`config.mk`:
```
export PLATFORM = sky130hd
export DESIGN_NAME = ram_port_arbiter
export DESIGN_NICKNAME = d
export VERILOG_FILES = /design/src/rtl/ram_port_arbiter.sv
export SDC_FILE = /design/constraint.sdc
export NUM_CORES = 1
export LEC_CHECK = 0
export CAP_MARGIN = 40
export CELL_PAD_IN_SITES_DETAIL_PLACEMENT = 0
export CELL_PAD_IN_SITES_GLOBAL_PLACEMENT = 1
export CORE_ASPECT_RATIO = 1.4
export CORE_MARGIN = 2
export CORE_UTILIZATION = 32
export CTS_CLUSTER_DIAMETER = 100
export DETAILED_ROUTE_END_ITERATION = 8
export PLACE_DENSITY_LB_ADDON = 0.1
export SLEW_MARGIN = 25
export SYNTH_ARGS = -nofsm -noshare
export SYNTH_HDL_FRONTEND = slang
export SYNTH_SLANG_ARGS = --single-unit
```
`constraint.sdc`:
```
create_clock -name clk_i -period 1.7 [get_ports clk_i]
set_input_delay 0.17 -clock clk_i [delete_from_list [all_inputs] [get_ports clk_i]]
set_output_delay 0.17 -clock clk_i [all_outputs]
set_load 0.01 [all_outputs]
```
`src/rtl/ram_port_arbiter.sv`:
```
// ram_port_arbiter: shares one 256x16 block RAM between a read-only fetch port and a byte-masked
// load/store port, splitting each 32-bit access into two 16-bit RAM cycles (low half first).
module ram_port_arbiter #(
    parameter int WADDR_W = 7,
    parameter int RAM_DW  = 16
) (
    input  logic                    clk_i,
    input  logic                    reset_i,
    input  logic                    if_req_i,
    input  logic [WADDR_W-1:0]      if_addr_i,
    output logic                    if_gnt_o,
    output logic                    if_rvalid_o,
    output logic [2*RAM_DW-1:0]     if_rdata_o,
    input  logic                    ls_req_i,
    input  logic                    ls_we_i,
    input  logic [WADDR_W-1:0]      ls_addr_i,
    input  logic [2*RAM_DW-1:0]     ls_wdata_i,
    input  logic [2*RAM_DW/8-1:0]   ls_be_i,
    output logic                    ls_gnt_o,
    output logic                    ls_done_o,
    output logic [2*RAM_DW-1:0]     ls_rdata_o,
    output logic [WADDR_W:0]        ram_raddr_o,
    output logic                    ram_re_o,
    input  logic [RAM_DW-1:0]       ram_rdata_i,
    output logic [WADDR_W:0]        ram_waddr_o,
    output logic [RAM_DW-1:0]       ram_wdata_o,
    output logic [RAM_DW-1:0]       ram_mask_o,
    output logic                    ram_we_o
);
    localparam int HB = RAM_DW / 8;
    localparam int DW = 2 * RAM_DW;

    typedef enum logic [2:0] {IDLE, RD0, RD1, RD2, WR0, WR1} state_t;

    state_t              state_q, state_d;
    logic                ptr_q, ptr_d;
    logic                src_q, src_d;
    logic [WADDR_W-1:0]  addr_q, addr_d;
    logic [DW-1:0]       wdata_q, wdata_d;
    logic [2*HB-1:0]     be_q, be_d;
    logic [RAM_DW-1:0]   lo_q, lo_d;
    logic                if_rvalid_q, if_rvalid_d;
    logic                ls_done_q, ls_done_d;
    logic [DW-1:0]       if_rdata_q, if_rdata_d;
    logic [DW-1:0]       ls_rdata_q, ls_rdata_d;
    logic                idle, in_wr, rd_done;
    logic [HB-1:0]       half_be;

    // ptr_q=1 means the load/store port was not granted last and wins a tie
    always_comb begin
        idle     = state_q == IDLE;
        if_gnt_o = !reset_i && idle && if_req_i && !(ls_req_i && ptr_q);
        ls_gnt_o = !reset_i && idle && ls_req_i && !if_gnt_o;
        state_d  = state_q;
        ptr_d    = ptr_q;
        src_d    = src_q;
        addr_d   = addr_q;
        wdata_d  = wdata_q;
        be_d     = be_q;
        lo_d     = lo_q;
        rd_done  = 1'b0;
        ls_done_d = 1'b0;
        case (state_q)
            IDLE: begin
                if (if_gnt_o) begin
                    state_d = RD0;
                    ptr_d   = 1'b1;
                    src_d   = 1'b0;
                    addr_d  = if_addr_i;
                end else if (ls_gnt_o) begin
                    state_d = ls_we_i ? WR0 : RD0;
                    ptr_d   = 1'b0;
                    src_d   = 1'b1;
                    addr_d  = ls_addr_i;
                    wdata_d = ls_wdata_i;
                    be_d    = ls_be_i;
                end
            end
            RD0: state_d = RD1;
            RD1: begin
                state_d = RD2;
                lo_d    = ram_rdata_i;
            end
            RD2: begin
                state_d = IDLE;
                rd_done = 1'b1;
            end
            WR0: state_d = WR1;
            WR1: begin
                state_d   = IDLE;
                ls_done_d = 1'b1;
            end
            default: state_d = IDLE;
        endcase
        if_rvalid_d = rd_done && !src_q;
        ls_done_d   = ls_done_d || (rd_done && src_q);
        if_rdata_d  = (rd_done && !src_q) ? {ram_rdata_i, lo_q} : if_rdata_q;
        ls_rdata_d  = (rd_done && src_q) ? {ram_rdata_i, lo_q} : ls_rdata_q;
    end

    // RAM pins are decoded from the state; enables are killed while reset is high
    always_comb begin
        in_wr       = state_q == WR0 || state_q == WR1;
        half_be     = state_q == WR1 ? be_q[2*HB-1:HB] : be_q[HB-1:0];
        ram_re_o    = !reset_i && (state_q == RD0 || state_q == RD1);
        ram_raddr_o = state_q == RD0 ? {addr_q, 1'b0} : state_q == RD1 ? {addr_q, 1'b1} : '0;
        ram_we_o    = !reset_i && in_wr && |half_be;
        ram_waddr_o = in_wr ? {addr_q, state_q == WR1} : '0;
        ram_wdata_o = state_q == WR0 ? wdata_q[RAM_DW-1:0] :
                      state_q == WR1 ? wdata_q[DW-1:RAM_DW] : '0;
        ram_mask_o  = '1;
        if (in_wr)
            for (int j = 0; j < HB; j++)
                ram_mask_o[j*8 +: 8] = {8{!half_be[j]}};
    end

    always_ff @(posedge clk_i) begin
        if (reset_i) begin
            state_q     <= IDLE;
            ptr_q       <= 1'b0;
            src_q       <= 1'b0;
            addr_q      <= '0;
            wdata_q     <= '0;
            be_q        <= '0;
            lo_q        <= '0;
            if_rvalid_q <= 1'b0;
            ls_done_q   <= 1'b0;
            if_rdata_q  <= '0;
            ls_rdata_q  <= '0;
        end else begin
            state_q     <= state_d;
            ptr_q       <= ptr_d;
            src_q       <= src_d;
            addr_q      <= addr_d;
            wdata_q     <= wdata_d;
            be_q        <= be_d;
            lo_q        <= lo_d;
            if_rvalid_q <= if_rvalid_d;
            ls_done_q   <= ls_done_d;
            if_rdata_q  <= if_rdata_d;
            ls_rdata_q  <= ls_rdata_d;
        end
    end

    assign if_rvalid_o = if_rvalid_q;
    assign if_rdata_o  = if_rdata_q;
    assign ls_done_o   = ls_done_q;
    assign ls_rdata_o  = ls_rdata_q;
endmodule

```
==> results_dict.tcl, run 1 <==
set metrics [dict create \
    die_w_um 114 \
    yosysSeqAreaShare 0.483 \
    finalCriticalPeriod_ns 1.76 \
    fp.coreArea_mm2 0.0166 \
    slew_headroom 0.648 \
    max_freq_mhz 570 \
    min_period_over_period 1.03 \
    diodes 0 \
    drv_cap 0 \
    areaGrowthSynthToFinish_pct 56.7 \
    wire_per_inst_um 17.3 \
    tightest_slew_ns 0.528 \
    syn-cell-area_mm2 0.00539 \
    cts_buffers 17 \
    pre_cts_ws_ns -0.246 \
    num_rows 56 \
    fin_hold_ws_ns 0.132 \
    root_buffer "clkbuf_16" \
    avgSynthCellArea_um2 8.06 \
    crit_type "reg -> out" \
    postSynthCellCount 669 \
    crit_start "state_q[2]$_SDFFE_PP0P_" \
    grt_first_pass_wirelength_um 28500 \
    die_h_um 158 \
    yosysUniqueCellTypes 38 \
    finalSetupViolCount 9 \
    grt-ovfl-total 0 \
    worstPathMaxFanout 4 \
    clock-sinks 130 \
    htree_levels 4 \
    drc 0 \
    clk_pin_slew_ns 0.06 \
    ir_drop_uv 488 \
    ios 189 \
    start_util 0.325 \
    drive_gt1_frac 0.220 \
    min_delay_worst_endpoint "state_q[1]$_SDFFE_PP0P_" \
    vias_per_cell 5.14 \
    rsz0062_at_grt "true" \
    r2r_end "wdata_q[6]$_SDFFE_PP0P_" \
    post_dp_cell_area_mm2 0.00747 \
    grt_max_degree 82 \
    finalHoldViolations 0 \
    grt.total_usage 0.201 \
    leakage_nw 2.92 \
    hp-class "in -> reg" \
    dieArea_mm2 0.0179 \
    violations "negative setup slack" \
    port_buffers 188 \
    rr_worst_depth 4 \
    p_per_area_mw_per_mm2 1030 \
    antenna_found_initial 0 \
    worstHoldStart "reset_i" \
    setup_slack_ns -0.0552 \
    r2r_setup_slack_ns 0.01 \
    num_vias 5419 \
    synth_fp_nets 740 \
    r2r-start "state_q[2]$_SDFFE_PP0P_" \
    hpwl_um 11900 \
    synth-seq-cells 130 \
    cts_tree "yes" \
    clock_skew_ns 0.00814 \
    gp_congestion 0.751 \
    drt-total-wl_um 18300 \
    drtAntennaViolNets 0 \
    ctsHoldBuffers 0 \
    end_kind "primary output" \
    status "finished, violations left" \
    cts_buffer_depth 2 \
    grt_pass1_vias 5403 \
    crit_required_ns 1.53 \
    dr.pass1.iters 5 \
    insertion_delay_ns 0.41 \
    finalMaxSlewViolations 0 \
    nets 909 \
    arrival_ns 1.59 \
    fin_tns_setup_ns -0.154 \
    yosysWarnings 0 \
    finalInstanceArea_mm2 0.00845 \
    drtIter0Drc 265 \
    crit_path_start_kind "flop" \
    hold-path-cell-count 3 \
]
## cell usage in the layout (no fill, tap or decap), types with 2 or more instances in the layout
cell type        count
inv_6                5
nor3_1               9
nor2b_4              2
o31ai_1             35
nand4_1             36
mux2i_1              7
buf_6               20
inv_1                9
inv_8                2
mux2i_4              7
nor3_2               3
bufinv_16            2
nand2_4              3
nor2_1               2
a221oi_1             6
buf_12              10
mux2i_2              2
nor2_2              15
clkinv_4             3
dfxtp_1            127
o32ai_1              6
mux2_4               2
buf_16               2
clkdlybuf4s50_1    135
clkinvlp_4           2
nor2_4               8
dfxtp_2              3
clkbuf_16           20
nand2_1            161
buf_2               39
buf_4               22
a21oi_1            118
## how the worst max path moves through the flow
| stage | end | depth (start not counted) |
|---|---|---|
| CTS | ls_gnt_o | 3 |
| detailed placement | ls_gnt_o | 3 |
| global route | ls_gnt_o | 3 |
| finish | ls_gnt_o | 3 |
| floorplan | ls_gnt_o | 4 |
| global placement | ls_gnt_o | 3 |
## routing by layer
layer  share of wire  track usage
met1            0.39        0.225
met2            0.53        0.373
met3           0.057       0.0459
met4           0.018       0.0679
met5               0            0
## cell families (layout without fill, tap and decap cells)
logic type | after synthesis | after routing | synth area share
xor gates and xnor gates | 1 | 1 | 0.00162
muxes | 18 | 18 | 0.0339
buffers and inverters | 94 | 275 | 0.0803
DFF | 130 | 130 | 0.483
and+or+nand+nor | 251 | 252 | 0.208
AOI/OAI and AO/OA | 175 | 175 | 0.194
## layout make-up
class,instances,area [um^2]
Fill cell,1602,8160
Multi-Input combinational cell,446,2660
Inverter,11,41.3
Tap cell,203,254
Clock buffer,18,439
Timing Repair Buffer,232,2280
Clock inverter,14,168
Sequential cell,130,2610
## registers in the layout, indices dropped and copies added (netlist names)
signal / cells
if_rvalid_o: 1
ptr_q: 1
addr_q: 7
ls_rdata_o: 32
ls_done_o: 1
lo_q: 16
be_q: 4
if_rdata_o: 32
src_q: 1
wdata_q: 32
state_q: 3
## power by group
part           switching, mW  internal, mW
Clock                   1.51          2.25
Combinational          0.922         0.775
Sequential            0.0959          3.18
## metrics by stage
| stage | total power, mW | util | cells |
|---|---|---|---|
| after floorplan | 4.05 | - | 669 |
| after global placement | 4.68 | 0.450 | 1006 |
| after detailed placement | 4.70 | 0.450 | 1006 |
| after CTS | 8.64 | 0.488 | 1049 |
| after global routing | 9.07 | 0.509 | 1054 |
| final | 8.74 | 0.509 | 1054 |
## Yosys cell counts, drive strengths merged
master / number / area share
nor2b: 2 / 0.0023
a221oi: 6 / 0.0097
buf: 36 / 0.040
inv: 10 / 0.0070
a21bo: 1 / 0.0019
a2111oi: 2 / 0.0044
mux2i: 16 / 0.030
nor4bb: 1 / 0.0019
o21a: 1 / 0.0014
nand2b: 2 / 0.0023
nand4: 36 / 0.042
a21oi: 119 / 0.11
and2: 1 / 0.0012
nor4: 3 / 0.0063
nand2: 163 / 0.11
a31o: 1 / 0.0016
o31ai: 36 / 0.050
clkbuf: 47 / 0.033
and4b: 1 / 0.0019
o32ai: 6 / 0.0097
dfxtp: 130 / 0.48
mux2: 2 / 0.0042
nand4bb: 1 / 0.0021
nand4b: 1 / 0.0016
o31a: 1 / 0.0016
or3b: 1 / 0.0016
nor3: 12 / 0.011
o21ai: 2 / 0.0026
clkinv: 1 / 0.00070
xnor2: 1 / 0.0016
nor2: 25 / 0.018
or4: 2 / 0.0028
## worst max-delay path, cell delays in order (launching register included)
cell and delay [ns]:
dfxtp_2 0.32, or4_4 0.56, nor3_2 0.12, buf_4 0.17
## repair_timing
action                     CTS  global route
pin swaps                    5             1
setup endpoints to repair   60            40
buffers inserted             8             1
gates resized for setup    251            55
cloned                       3             3
Power figures use the tool's default switching activity.
==> run 2, diff against run 1 <==
- REMOVE_ABC_BUFFERS: not set -> 1
- SETUP_SLACK_MARGIN: not set -> 0.02
==> results_dict.tcl, run 2 (synthesized netlist as in run 1, its figures left out) <==
set metrics [dict create \
    p_per_area_mw_per_mm2 1040 \
    grt-ovfl-total 0 \
    insertion_delay_ns 0.41 \
    num_vias 5622 \
    nets 945 \
    gp_congestion 0.761 \
    crit_path_start_kind "flop" \
    finalHoldViolations 0 \
    grt_pass1_vias 5533 \
    max_freq_mhz 529 \
    end_kind "primary output" \
    ios 189 \
    num_rows 56 \
    cts_tree "yes" \
    die_h_um 158 \
    die_w_um 114 \
    ctsHoldBuffers 0 \
    drc 0 \
    setup_slack_ns -0.190 \
    hpwl_um 11600 \
    clock_skew_ns 0.00881 \
    crit_required_ns 1.53 \
    diodes 0 \
    final_common_cell "nand2_1" \
    finalSetupViolCount 63 \
    cts_buffer_depth 2 \
    r2r-start "state_q[0]$_SDFFE_PP0P_" \
    endpoint "if_gnt_o" \
    final_cell_mix "nand2_1 (160), clkdlybuf4s50_1 (135), dfxtp_1 (127), a21oi_1 (103), buf_6 (45)" \
    dr.pass1.iters 4 \
    start_util 0.325 \
    num-fill-cells 1560 \
    grt_first_pass_wirelength_um 29200 \
    worstPathMaxFanout 3 \
    drt-total-wl_um 19100 \
    crit_start "state_q[2]$_SDFFE_PP0P_" \
    drtIter0Drc 288 \
    grt_max_degree 66 \
    grt.total_usage 0.205 \
    finalCriticalPeriod_ns 1.89 \
    rr_worst_depth 9 \
    leakage_nw 3.18 \
    crit_type "reg -> out" \
    root_buffer "clkbuf_16" \
    rsz0062_at_grt "true" \
    dieArea_mm2 0.0179 \
    clk_pin_slew_ns 0.06 \
    hp-class "in -> reg" \
    min_period_over_period 1.11 \
    arrival_ns 1.72 \
    ir_drop_uv 511 \
    vias_per_cell 5.16 \
    r2r_setup_slack_ns -0.04 \
    antenna_found_initial 0 \
    pre_cts_ws_ns -0.436 \
    wire_per_inst_um 17.5 \
    fp.coreArea_mm2 0.0166 \
    drive_gt1_frac 0.280 \
    htree_levels 4 \
    fin_hold_ws_ns 0.211 \
    port_buffers 188 \
    finalMaxSlewViolations 0 \
    status "finished, violations left" \
    clock-sinks 130 \
    r2r_end "wdata_q[20]$_SDFFE_PP0P_" \
    tightest_slew_ns 0.753 \
    cts_buffers 17 \
    violations "negative setup slack" \
    ff_latch_area_mm2 0.00261 \
    areaGrowthSynthToFinish_pct 67.6 \
    slew_headroom 0.498 \
    multi_input_area_mm2 0.00283 \
    drtAntennaViolNets 0 \
    drv_cap 0 \
]
run 2: metal layers:
metal / routed length [um] / vias up / share of wire / track usage
li1: - / 2724 / - / -
met2: 10000 / 181 / 0.52 / 0.374
met5: 0 / - / 0 / 0
met3: 871 / 25 / 0.046 / 0.0379
met4: 351 / 0 / 0.018 / 0.0639
met1: 7870 / 2692 / 0.41 / 0.244
run 2: report_power, final:
group	switching [mW]	leakage (nW)	internal, mW
Sequential	0.0873	1.05	3.19
Clock	1.45	0.308	2.48
Combinational	1.09	1.82	1.06
run 2: worst min-delay path by stage:
stage	start	to	slack [ns]	depth (start not counted)
2_1_floorplan	reset_i	addr_q[6]$_SDFFE_PP0P_	0.24	1
3_3_place_gp	ls_rdata_o[21]$_SDFFE_PP0P_	ls_rdata_o[21]$_SDFFE_PP0P_	0.44	2
3_5_place_dp	ls_rdata_o[19]$_SDFFE_PP0P_	ls_rdata_o[19]$_SDFFE_PP0P_	0.45	2
4_1_cts	reset_i	wdata_q[11]$_SDFFE_PP0P_	0.19	3
5_1_grt	reset_i	wdata_q[23]$_SDFFE_PP0P_	0.21	3
6_report	reset_i	wdata_q[23]$_SDFFE_PP0P_	0.21	3
run 2: worst max-delay path: stages, from the launching register on:
cell and delay (ns):
dfxtp_4 0.36, or4_4 0.57, buf_6 0.15, nor2_4 0.13
buf_6 0.12
run 2: per-stage QoR:
| stage | cell area (um^2) | total power [mW] | cells | TNS [ns] | utilization |
|---|---|---|---|---|---|
| global placement | 7540 | 4.73 | 1016 | -4.97 | 0.454 |
| floorplan | 5000 | 3.91 | 586 | -136.34 | - |
| CTS | 8570 | 9.16 | 1078 | -3.12 | 0.516 |
| global route | 9040 | 9.71 | 1090 | -9.57 | 0.544 |
| detailed placement | 7540 | 4.75 | 1016 | -5.69 | 0.454 |
| finish | 9040 | 9.36 | 1090 | -2.71 | 0.544 |
run 2: timing repair:
action | in CTS | in global routing
gates cloned | 6 | 1
setup buffers | 24 | 18
resized for setup | 276 | 102
pin swaps | 16 | 36
endpoints found under the setup margin | 60 | 92
hold endpoints to repair | 0 | 0
run 2: final cells by class:
| class | instances | share of cell area |
|---|---|---|
| clock inverters | 14 | 0.0223 |
| inverters | 11 | 0.00484 |
| repair buffers | 268 | 0.295 |
| well taps | 203 | 0.0281 |
| clock buffers | 18 | 0.0475 |
| flip-flops and latches | 130 | 0.289 |
| multi-input cells | 446 | 0.313 |
==> run 3, diff against run 2 <==
- clock period: 1.7 -> 1.85 ns (I/O delays scaled with it)
==> results_dict.tcl, run 3 (synthesized netlist as in run 1, its figures left out) <==
set metrics [dict create \
    status "finished, final reports clean" \
    grt_max_degree 67 \
    post_dp_cell_area_mm2 0.00749 \
    fin_tns_setup_ns 0 \
    max_stage_delay_ns 0.57 \
    cp_cell_sequence "or4_4 > nor3_2 > buf_2" \
    final_common_cell "nand2_1" \
    p_int_mw 5.70 \
    tightest_slew_ns 0.708 \
    p_comb_frac 0.179 \
    hp-class "in -> reg" \
    finalInstanceArea_mm2 0.00818 \
    seqPwrFrac 0.382 \
    finalCriticalPeriod_ns 1.82 \
    wire_per_inst_um 16.6 \
    worstHoldStart "reset_i" \
    nets 910 \
    clock_skew_ns 0.0110 \
    rr_worst_depth 7 \
    num_vias 5359 \
    finalSetupViolCount 0 \
    final_cell_mix "nand2_1 (161), clkdlybuf4s50_1 (135), dfxtp_1 (129), a21oi_1 (118)" \
    leakage_nw 2.88 \
    crit_path_start_kind "flop" \
    drc 0 \
    hpwl_um 11500 \
    cts_tree "yes" \
    slowest_stage "or4_4" \
    setup_slack_ns 0.0269 \
    dieArea_mm2 0.0179 \
    grt-ovfl-total 0 \
    placed_cells 1013 \
    p_sw_frac 0.275 \
    crit_required_ns 1.66 \
    gp_congestion 0.759 \
    root_buffer "clkbuf_16" \
    drtIter0Drc 281 \
    r2r-start "state_q[0]$_SDFFE_PP0P_" \
    grt_pass1_vias 5208 \
    htree_levels 4 \
    drtAntennaViolNets 0 \
    stdcell_count 1055 \
    min_delay_worst_endpoint "wdata_q[12]$_SDFFE_PP0P_" \
    p_per_area_mw_per_mm2 961 \
    r2r_end "addr_q[6]$_SDFFE_PP0P_" \
    r2r_setup_slack_ns 0.10 \
    port_buffers 188 \
    finalMaxSlewViolations 0 \
    slew_headroom 0.528 \
    end_kind "primary output" \
    crit_type "reg -> out" \
    drv_cap 0 \
    ctsHoldBuffers 0 \
    p_switching_mw 2.16 \
    die_w_um 114 \
    vias_per_cell 5.08 \
    drt-total-wl_um 17500 \
    worstPathMaxFanout 4 \
    num_rows 56 \
    max_freq_mhz 549 \
    fp.coreArea_mm2 0.0166 \
    diodes 0 \
    drive_gt1_frac 0.162 \
    num-fill-cells 1630 \
    clock-sinks 130 \
    start_util 0.325 \
    ios 189 \
    antenna_found_initial 0 \
    clk_pin_slew_ns 0.06 \
    ir_drop_uv 503 \
    cts_buffers 17 \
    areaGrowthSynthToFinish_pct 51.6 \
    dr.pass1.iters 5 \
    rsz0062_at_grt "true" \
    min_period_over_period 0.985 \
    p_clk_frac 0.439 \
    pre_cts_ws_ns -0.0752 \
    die_h_um 158 \
    grt.total_usage 0.193 \
    cts_buffer_depth 2 \
    arrival_ns 1.64 \
    grt_first_pass_wirelength_um 27400 \
    insertion_delay_ns 0.41 \
    finalHoldViolations 0 \
    hold-path-cell-count 3 \
]
[run 3: how the worst max path moves through the flow]
stage                     depth (start not counted)                    endpoint  slack, ns                     from
after floorplan                                   3  if_rdata_o[0]$_SDFFE_PP0P_      -1.94  state_q[0]$_SDFFE_PP0P_
after global placement                            3                    ls_gnt_o      -0.11  state_q[1]$_SDFFE_PP0P_
after detailed placement                          3                    ls_gnt_o      -0.08  state_q[1]$_SDFFE_PP0P_
after CTS                                         3                    ls_gnt_o      -0.02  state_q[1]$_SDFFE_PP0P_
after global routing                              3                    ls_gnt_o      -0.05  state_q[2]$_SDFFE_PP0P_
final                                             3                    ls_gnt_o       0.03  state_q[2]$_SDFFE_PP0P_
[run 3: area by class of cell]
class	instances	area [um^2]	share of cell area
inverter	11	43.8	0.00535
sequential	130	2600	0.318
tap	203	254	0.0311
clock buffer	19	433	0.0529
clock inverter	13	175	0.0214
timing repair buffer	232	2160	0.265
multi-input combinational	447	2500	0.306
[run 3: worst max-delay path: cells and delay by family, from the launching register on]
family | cells | cell delay [ns]
buffers and inverters | 1 | 0.17
DFF | 1 | 0.33
and+or+nand+nor | 2 | 0.73
[run 3: metrics by stage]
stage / util / total power, mW / hold WS, ns
floorplan: - / 3.59 / 0.254
global placement: 0.451 / 4.31 / 0.442
detailed placement: 0.451 / 4.33 / 0.447
CTS: 0.491 / 7.89 / 0.181
global route: 0.492 / 8.19 / 0.199
finish: 0.492 / 7.86 / 0.204
[run 3: power groups by stage]
| stage | Sequential (mW) | Combinational, mW | Clock [mW] |
|---|---|---|---|
| floorplan | 3.09 | 0.502 | 0 |
| global placement | 3.05 | 1.26 | 0 |
| detailed placement | 3.05 | 1.28 | 0 |
| CTS | 2.99 | 1.35 | 3.54 |
| global route | 3.02 | 1.53 | 3.65 |
| finish | 3.00 | 1.41 | 3.45 |
[run 3: routing by layer]
layer / GRT usage / part of all wire
met2: 0.344 / 0.52
met4: 0.0656 / 0.012
met5: 0 / 0
met1: 0.231 / 0.41
met3: 0.0402 / 0.052
[run 3: timing repair]
| item | CTS | global route |
|---|---|---|
| gates cloned | 2 | 1 |
| setup buffers | 5 | 2 |
| gates resized for setup | 139 | 50 |
| endpoints found under the setup margin | 53 | 66 |
| pin swaps | 4 | 5 |
==> variant 1 (settings of run 2) <==
Change the parameter `RAM_DW` from 16 to 18.
--- a/src/rtl/ram_port_arbiter.sv
+++ b/src/rtl/ram_port_arbiter.sv
@@ -2,7 +2,7 @@
 // load/store port, splitting each 32-bit access into two 16-bit RAM cycles (low half first).
 module ram_port_arbiter #(
     parameter int WADDR_W = 7,
-    parameter int RAM_DW  = 16
+    parameter int RAM_DW  = 18
 ) (
     input  logic                    clk_i,
     input  logic                    reset_i,
Interface: changed (6 resized); port bits go from 189 to 207. The function was not compared with the original's and may differ.
==> variant 1 against run 2 <==
- the run still ends with negative setup slack left
- cell count increased by 10%
- routed wire length increased by 11%
- setup slack improved by 0.11 ns
- count of clock-buffer cells in the layout increased by 1
- area after synthesis increased by 12%
- sequential cell count increased by 14
- combinational power decreased by 12%
- hold slack got worse by 0.075 ns
- design area increased by 11%
- total power decreased by 1.9%
- largest cell class unchanged
- utilization decreased by 0.37 points
- die area increased by 12%
- fmax increased by 6.4%
==> variant 1: results (changes against run 2) <==
* Worst-case register-to-register setup slack: -0.07 ns (-0.03 ns)
* Worst Setup EP: ram_we_o
- The fraction of met3 tracks used by global routing came to 3.97% (+0.18 points).
* Cell count after synthesis: 738 (+10%)
- Reg2Reg Capture Point: wdata_q[7]
- Layout cell share with drive strength beyond 1: 29.5% (+1.5 points)
- The met2 track utilization from global routing came to 34.0% (-3.3 points).
- The critical-path maximum fanout came to 6 (+3).
* Launch point of the worst hold path: ls_req_i
* Met2 wire length: 11.1 mm (+11%)
- Netlist Area Pre-Place: 0.00604 sq mm (+12%)
- Ranking of synthesized cells by instance count: 183 x sky130_fd_sc_hd__nand2_1, 144 x sky130_fd_sc_hd__dfxtp_1, 139 x sky130_fd_sc_hd__a21oi_1, 44 x sky130_fd_sc_hd__clkbuf_1, 41 x sky130_fd_sc_hd__o31ai_1
- The parity-gate share of the synthesized area counting xor and xnor cells came to 0.145% (-0.017 points).
* Placement Setup Slack: -0.311 ns (+0.125 ns)
- Violated checks: negative setup slack
- Wire length of the first global-routing pass: 30.9 mm (+5.6%)
* Total half-perimeter wirelength after legalization and detailed placement: 12.2 mm (+5.1%)
- Last weighted congestion value of the routability-driven placer: 0.730 (-4.1%)
- The overall fraction of global-route tracks in use was 19.3% (-1.2 points).
- # nets final: 1021 (+8.0%)
* Wire per inst: 17.7 microns (+1.1%)
* TNS Setup: -1.85 ns (+0.864 ns)
* Max VDD drop: 0.580 mV (+13%)
* Setup Viol. Count Final: 74 (+17%)
* Filler cells: 1680 (+7.7%)
* Compound-gate portion of the synthesized area: 19.5% (+0.16 points)
* Worst slew margin relative to its limit: 49.3% (-0.48 points)
* Launch point of the critical path: state_q[0]
* Multiplexer share of the synthesized area: 3.35% (-0.033 points)
- Area after detailed placement: 0.00829 sq mm (+9.9%)
* Number of cells in the design after placement: 1132 (+11%)
- The post-route met1 wirelength is 8.78 mm (+12%).
* Initial DRT Pass Iterations: 5 (+1)
- The via count of the first global-routing pass is 5831 (+5.4%).
- Endpoint arrival time on the critical path: 1.61 ns (-0.11 ns)
* Iteration-0 DRC Markers: 320 (+11%)
* Cell class contributing the biggest share of worst-path delay: flip-flops
- Vias after detailed routing: 6132 (+9.1%)
- Static leakage: 3.53 nW (+11%)
- The post-synthesis sequential area ratio came to 47.7% (-0.55 points).
* Result of the run: complete, but fails checks
- The net switching power of the design is 0.00257 W (-2.0%).
- Post-Route Skew: 0.00909 ns (+0.000283 ns)
- Among all stages on the critical path, the largest delay is contributed by sky130_fd_sc_hd__dfxtp_4.
- The met1 usage in global routing came to 23.5% (-0.89 points).
* Final setup margin: -0.0763 ns (+0.114 ns)
- The worst-case reg-to-reg path depth was 4 (-5).
* Netlist cell types: 40 (+5.3%)
==> variant 1: cell types whose count changed in the layout (fill, tap and decap cells not counted), sizes merged, moves of 8 or more <==
cell           before  now
a21oi             119  139
and2                1   16
buf               132  117
clkbuf             19   29
clkdlybuf4s50     135  148
dfxtp             130  144
inv                15    5
nand2             164  184
nor3               12    4
==> variant 1: how the worst min path moves through the flow <==
stage | end | slack [ns] | depth (start not counted)
after global placement | if_rdata_o[28] | 0.44 | 2
after global routing | be_q[1] | 0.12 | 3
after detailed placement | ls_rdata_o[17] | 0.45 | 2
after floorplan | addr_q[4] | 0.23 | 1
final | be_q[1] | 0.14 | 3
after CTS | be_q[1] | 0.11 | 3
==> variant 1: power groups by stage <==
stage	Combinational [W]	Sequential, W	Clock, W
CTS	0.00164	0.00361	0.00371
finish	0.00190	0.00363	0.00365
detailed placement	0.00136	0.00367	0
floorplan	0.000525	0.00370	0
global route	0.00201	0.00365	0.00383
global placement	0.00134	0.00367	0
==> variant 1: repair_timing <==
action | CTS | global route
gates cloned | 6 | 14
buffers inserted | 14 | 6
gates resized for setup | 291 | 147
endpoints found under the setup margin | 110 | 144
hold endpoints to repair | 0 | 0
pin swaps | 8 | 87
==> variant 1: cell families after synthesis <==
logic type                after synthesis
muxes                                  20
buffers and inverters                  94
DFF                                   144
other                                   1
xor gates and xnor gates                1
and+or+nand+nor                       277
AOI/OAI and AO/OA                     201
==> variant 1: area by class of cell <==
type / instances / area [sq um] / area share (%)
multi-input cells: 502 / 3310 / 33.1
repair buffers: 275 / 2920 / 29.2
flip-flops and latches: 144 / 2890 / 28.8
clock buffers: 19 / 433 / 4.32
well taps: 244 / 305 / 3.05
clock inverters: 13 / 140 / 1.40
inverters: 4 / 17.5 / 0.175
==> variant 2 (settings of run 2) <==
Made on the original files. `wdata_q` no longer has a reset.
--- a/src/rtl/ram_port_arbiter.sv
+++ b/src/rtl/ram_port_arbiter.sv
@@ -120,7 +120,6 @@
             ptr_q       <= 1'b0;
             src_q       <= 1'b0;
             addr_q      <= '0;
-            wdata_q     <= '0;
             be_q        <= '0;
             lo_q        <= '0;
             if_rvalid_q <= 1'b0;
@@ -132,7 +131,6 @@
             ptr_q       <= ptr_d;
             src_q       <= src_d;
             addr_q      <= addr_d;
-            wdata_q     <= wdata_d;
             be_q        <= be_d;
             lo_q        <= lo_d;
             if_rvalid_q <= if_rvalid_d;
@@ -142,6 +140,10 @@
         end
     end
 
+    always_ff @(posedge clk_i) begin
+        wdata_q <= wdata_d;
+    end
+
     assign if_rvalid_o = if_rvalid_q;
     assign if_rdata_o  = if_rdata_q;
     assign ls_done_o   = ls_done_q;
Behaviour: no difference found for any inputs over 4 cycles, from zero or initial values and one cycle with reset_i high; that may be too few to reach the edited logic, so the function may still have changed.
==> variant 2 against run 2 <==
- the run still ends with negative setup slack left
- sequential power rose by 3%
- non-clock buffer count down 25
- count of clock-buffer cells in the layout decreased by 1
- critical path depth is 1 higher
- area after synthesis is 4.2% lower
- utilization is 2.9 points lower
- sequential share of layout area rose by 6.7 points
- fmax increased by 3.8%
- first-iteration DRC count shrank 63%
- routed wire length down 16%
- setup slack improved by 0.070 ns
- sequential cell count unchanged
- design area shrank 8.9%
- total power shrank 13%
- critical path type is now reg2reg
- largest power group unchanged
==> variant 2: results (changes against run 2) <==
- The flow ran to the end, but the final reports show violations.
- The checks that failed: negative setup slack.
- Final setup margin: -0.121 ns (+0.0696 ns)
- Buffering overhead: 29.2% (-0.37 points)
- Netlist cell types: 43 (+13%)
* Final wirelength: 16.1 mm (-16%)
- The die area came to 0.0172 sq mm (-4.1%).
- The number of nets in the layout came to 825 (-13%).
- The number of non-clock buffers came to 243 (-9.3%).
- Iteration-0 DRC Markers: 108 (-63%)
- The mux cell area share after synthesis is 3.54% (+0.15 points).
- The startpoint identified for the worst register-to-register timing path is state_q[2].
- Total half-perimeter wirelength after legalization and detailed placement: 10.0 mm (-13%)
- Top post-synthesis cells by area: sky130_fd_sc_hd__dfxtp_1 38%, sky130_fd_sc_hd__edfxtp_1 19%, sky130_fd_sc_hd__nand2_1 11%
* Transition time of the tightest slew-check pin: 0.476 ns (-0.277 ns)
- The routability congestion estimate is 0.772 (+1.4%).
- The via count of the routed design was 4562 (-19%).
* Filler cells: 1541 (-1.2%)
- The worst-case reg-to-reg path depth is 5 (-4).
* Part of the Yosys area used for sequential elements: 56.6% (+8.3 points)
- Static leakage: 2.99 nW (-6.2%)
* Endpoint arrival time on the critical path: 1.95 ns (+0.23 ns)
- The sequential fraction of total cell area is 35.5% (+6.7 points).
- Number of global-route vias before repair: 4697 (-15%)
* Area after detailed placement: 0.00733 sq mm (-2.9%)
- WHS Endpoint: be_q[1]
* CTS clk-pin slew, worst paths: 0.06 ns (about the same)
- The overall fraction of global-route tracks in use was 18.0% (-2.5 points).
- Count of flip-flops with a built-in enable after synthesis: 32 (+32)
- TNS Setup: -3.56 ns (-0.850 ns)
- The number of antenna violations at the first check in global routing was 1 (+1).
* Inverter count of the layout excluding clock inverters: 10 (-1)
* Max VDD drop: 0.577 mV (+13%)
* Wire length of the first global-routing pass: 24.7 mm (-16%)
- The antenna cell count was 1 (+1).
- Area used by multi-input combinational logic: 0.00206 sq mm (-27%)
- The number of placed instances with taps included came to 910 (-10%).
* Count of multi-input combinational gates: 352 (-21%)
- Ranking of synthesized cells by instance count: 154 x sky130_fd_sc_hd__nand2_1, 98 x sky130_fd_sc_hd__dfxtp_1, 78 x sky130_fd_sc_hd__a21oi_1, 32 x sky130_fd_sc_hd__edfxtp_1, 25 x sky130_fd_sc_hd__nor2_1
* Placement Setup Slack: -0.203 ns (+0.233 ns)
- Post-Route Skew: 0.00778 ns (-0.00102 ns)
- Synthesized-area fraction occupied by xor and xnor cells: 0.170% (+0.0072 points)
- The number of failing setup endpoints in the final timing report was 42 (-33%).
* Layout cell share with drive strength beyond 1: 26.1% (-1.9 points)
* Compound-gate portion of the synthesized area: 13.5% (-5.9 points)
- The post-detailed-route via-to-cell ratio was 4.72 (-8.5%).
- Cell count after synthesis: 547 (-18%)
variant 2: cell types whose count changed after synthesis, sizes merged, moves of 4 or more:
cell	before	now
clkbuf	47	17
a21oi	119	87
o31ai	36	4
dfxtp	130	98
nand4	36	4
buf	36	40
edfxtp	0	32
variant 2: worst max-delay path: cells and delay by family (launching register included):
kind	cells	cell delay (ns)
buffers and inverters	3	0.46
DFF	1	0.32
and+or+nand+nor	2	0.75
variant 2: worst max-delay path by stage:
stage / startpoint / endpoint / slack, ns / cells after the start
final: state_q[2] / wdata_q[13] / -0.12 / 5
after global routing: state_q[2] / if_gnt_o / -0.15 / 4
after CTS: state_q[1] / wdata_q[22] / -0.10 / 5
after detailed placement: state_q[2] / wdata_q[17] / -0.20 / 4
after global placement: state_q[2] / wdata_q[11] / -0.20 / 4
after floorplan: state_q[0] / wdata_q[0] / -2.42 / 2
variant 2: routing by layer:
layer	track usage, %	share of wire (%)	up-vias
met2	32.6	53	129
met4	6.88	1.9	0
met5	0	0	-
met1	20.4	41	2154
li1	-	-	2257
met3	4.55	4.6	22
variant 2: cell families (layout without fill, tap and decap cells):
group                     Yosys count  in the layout
and+or+nand+nor                   220            222
buffers and inverters              67            285
AOI/OAI and AO/OA                 111            111
xor gates and xnor gates            1              1
muxes                              18             18
DFF                               130            130
other                               0              1
variant 2: power breakdown:
part | leakage [nW] | internal, W | total (W) | switching (W)
combinational | 1.64 | 0.000712 | 0.00140 | 0.000683
clock | 0.263 | 0.00190 | 0.00338 | 0.00148
sequential | 1.09 | 0.00331 | 0.00337 | 0.0000670
variant 2: what timing repair did:
item	4_1_cts	5_1_grt
cloned	5	4
hold endpoints to repair	0	0
pin swaps	7	4
hold buffers	0	0
resized for setup	246	24
endpoints found under the setup margin	100	85
buffers inserted	14	3
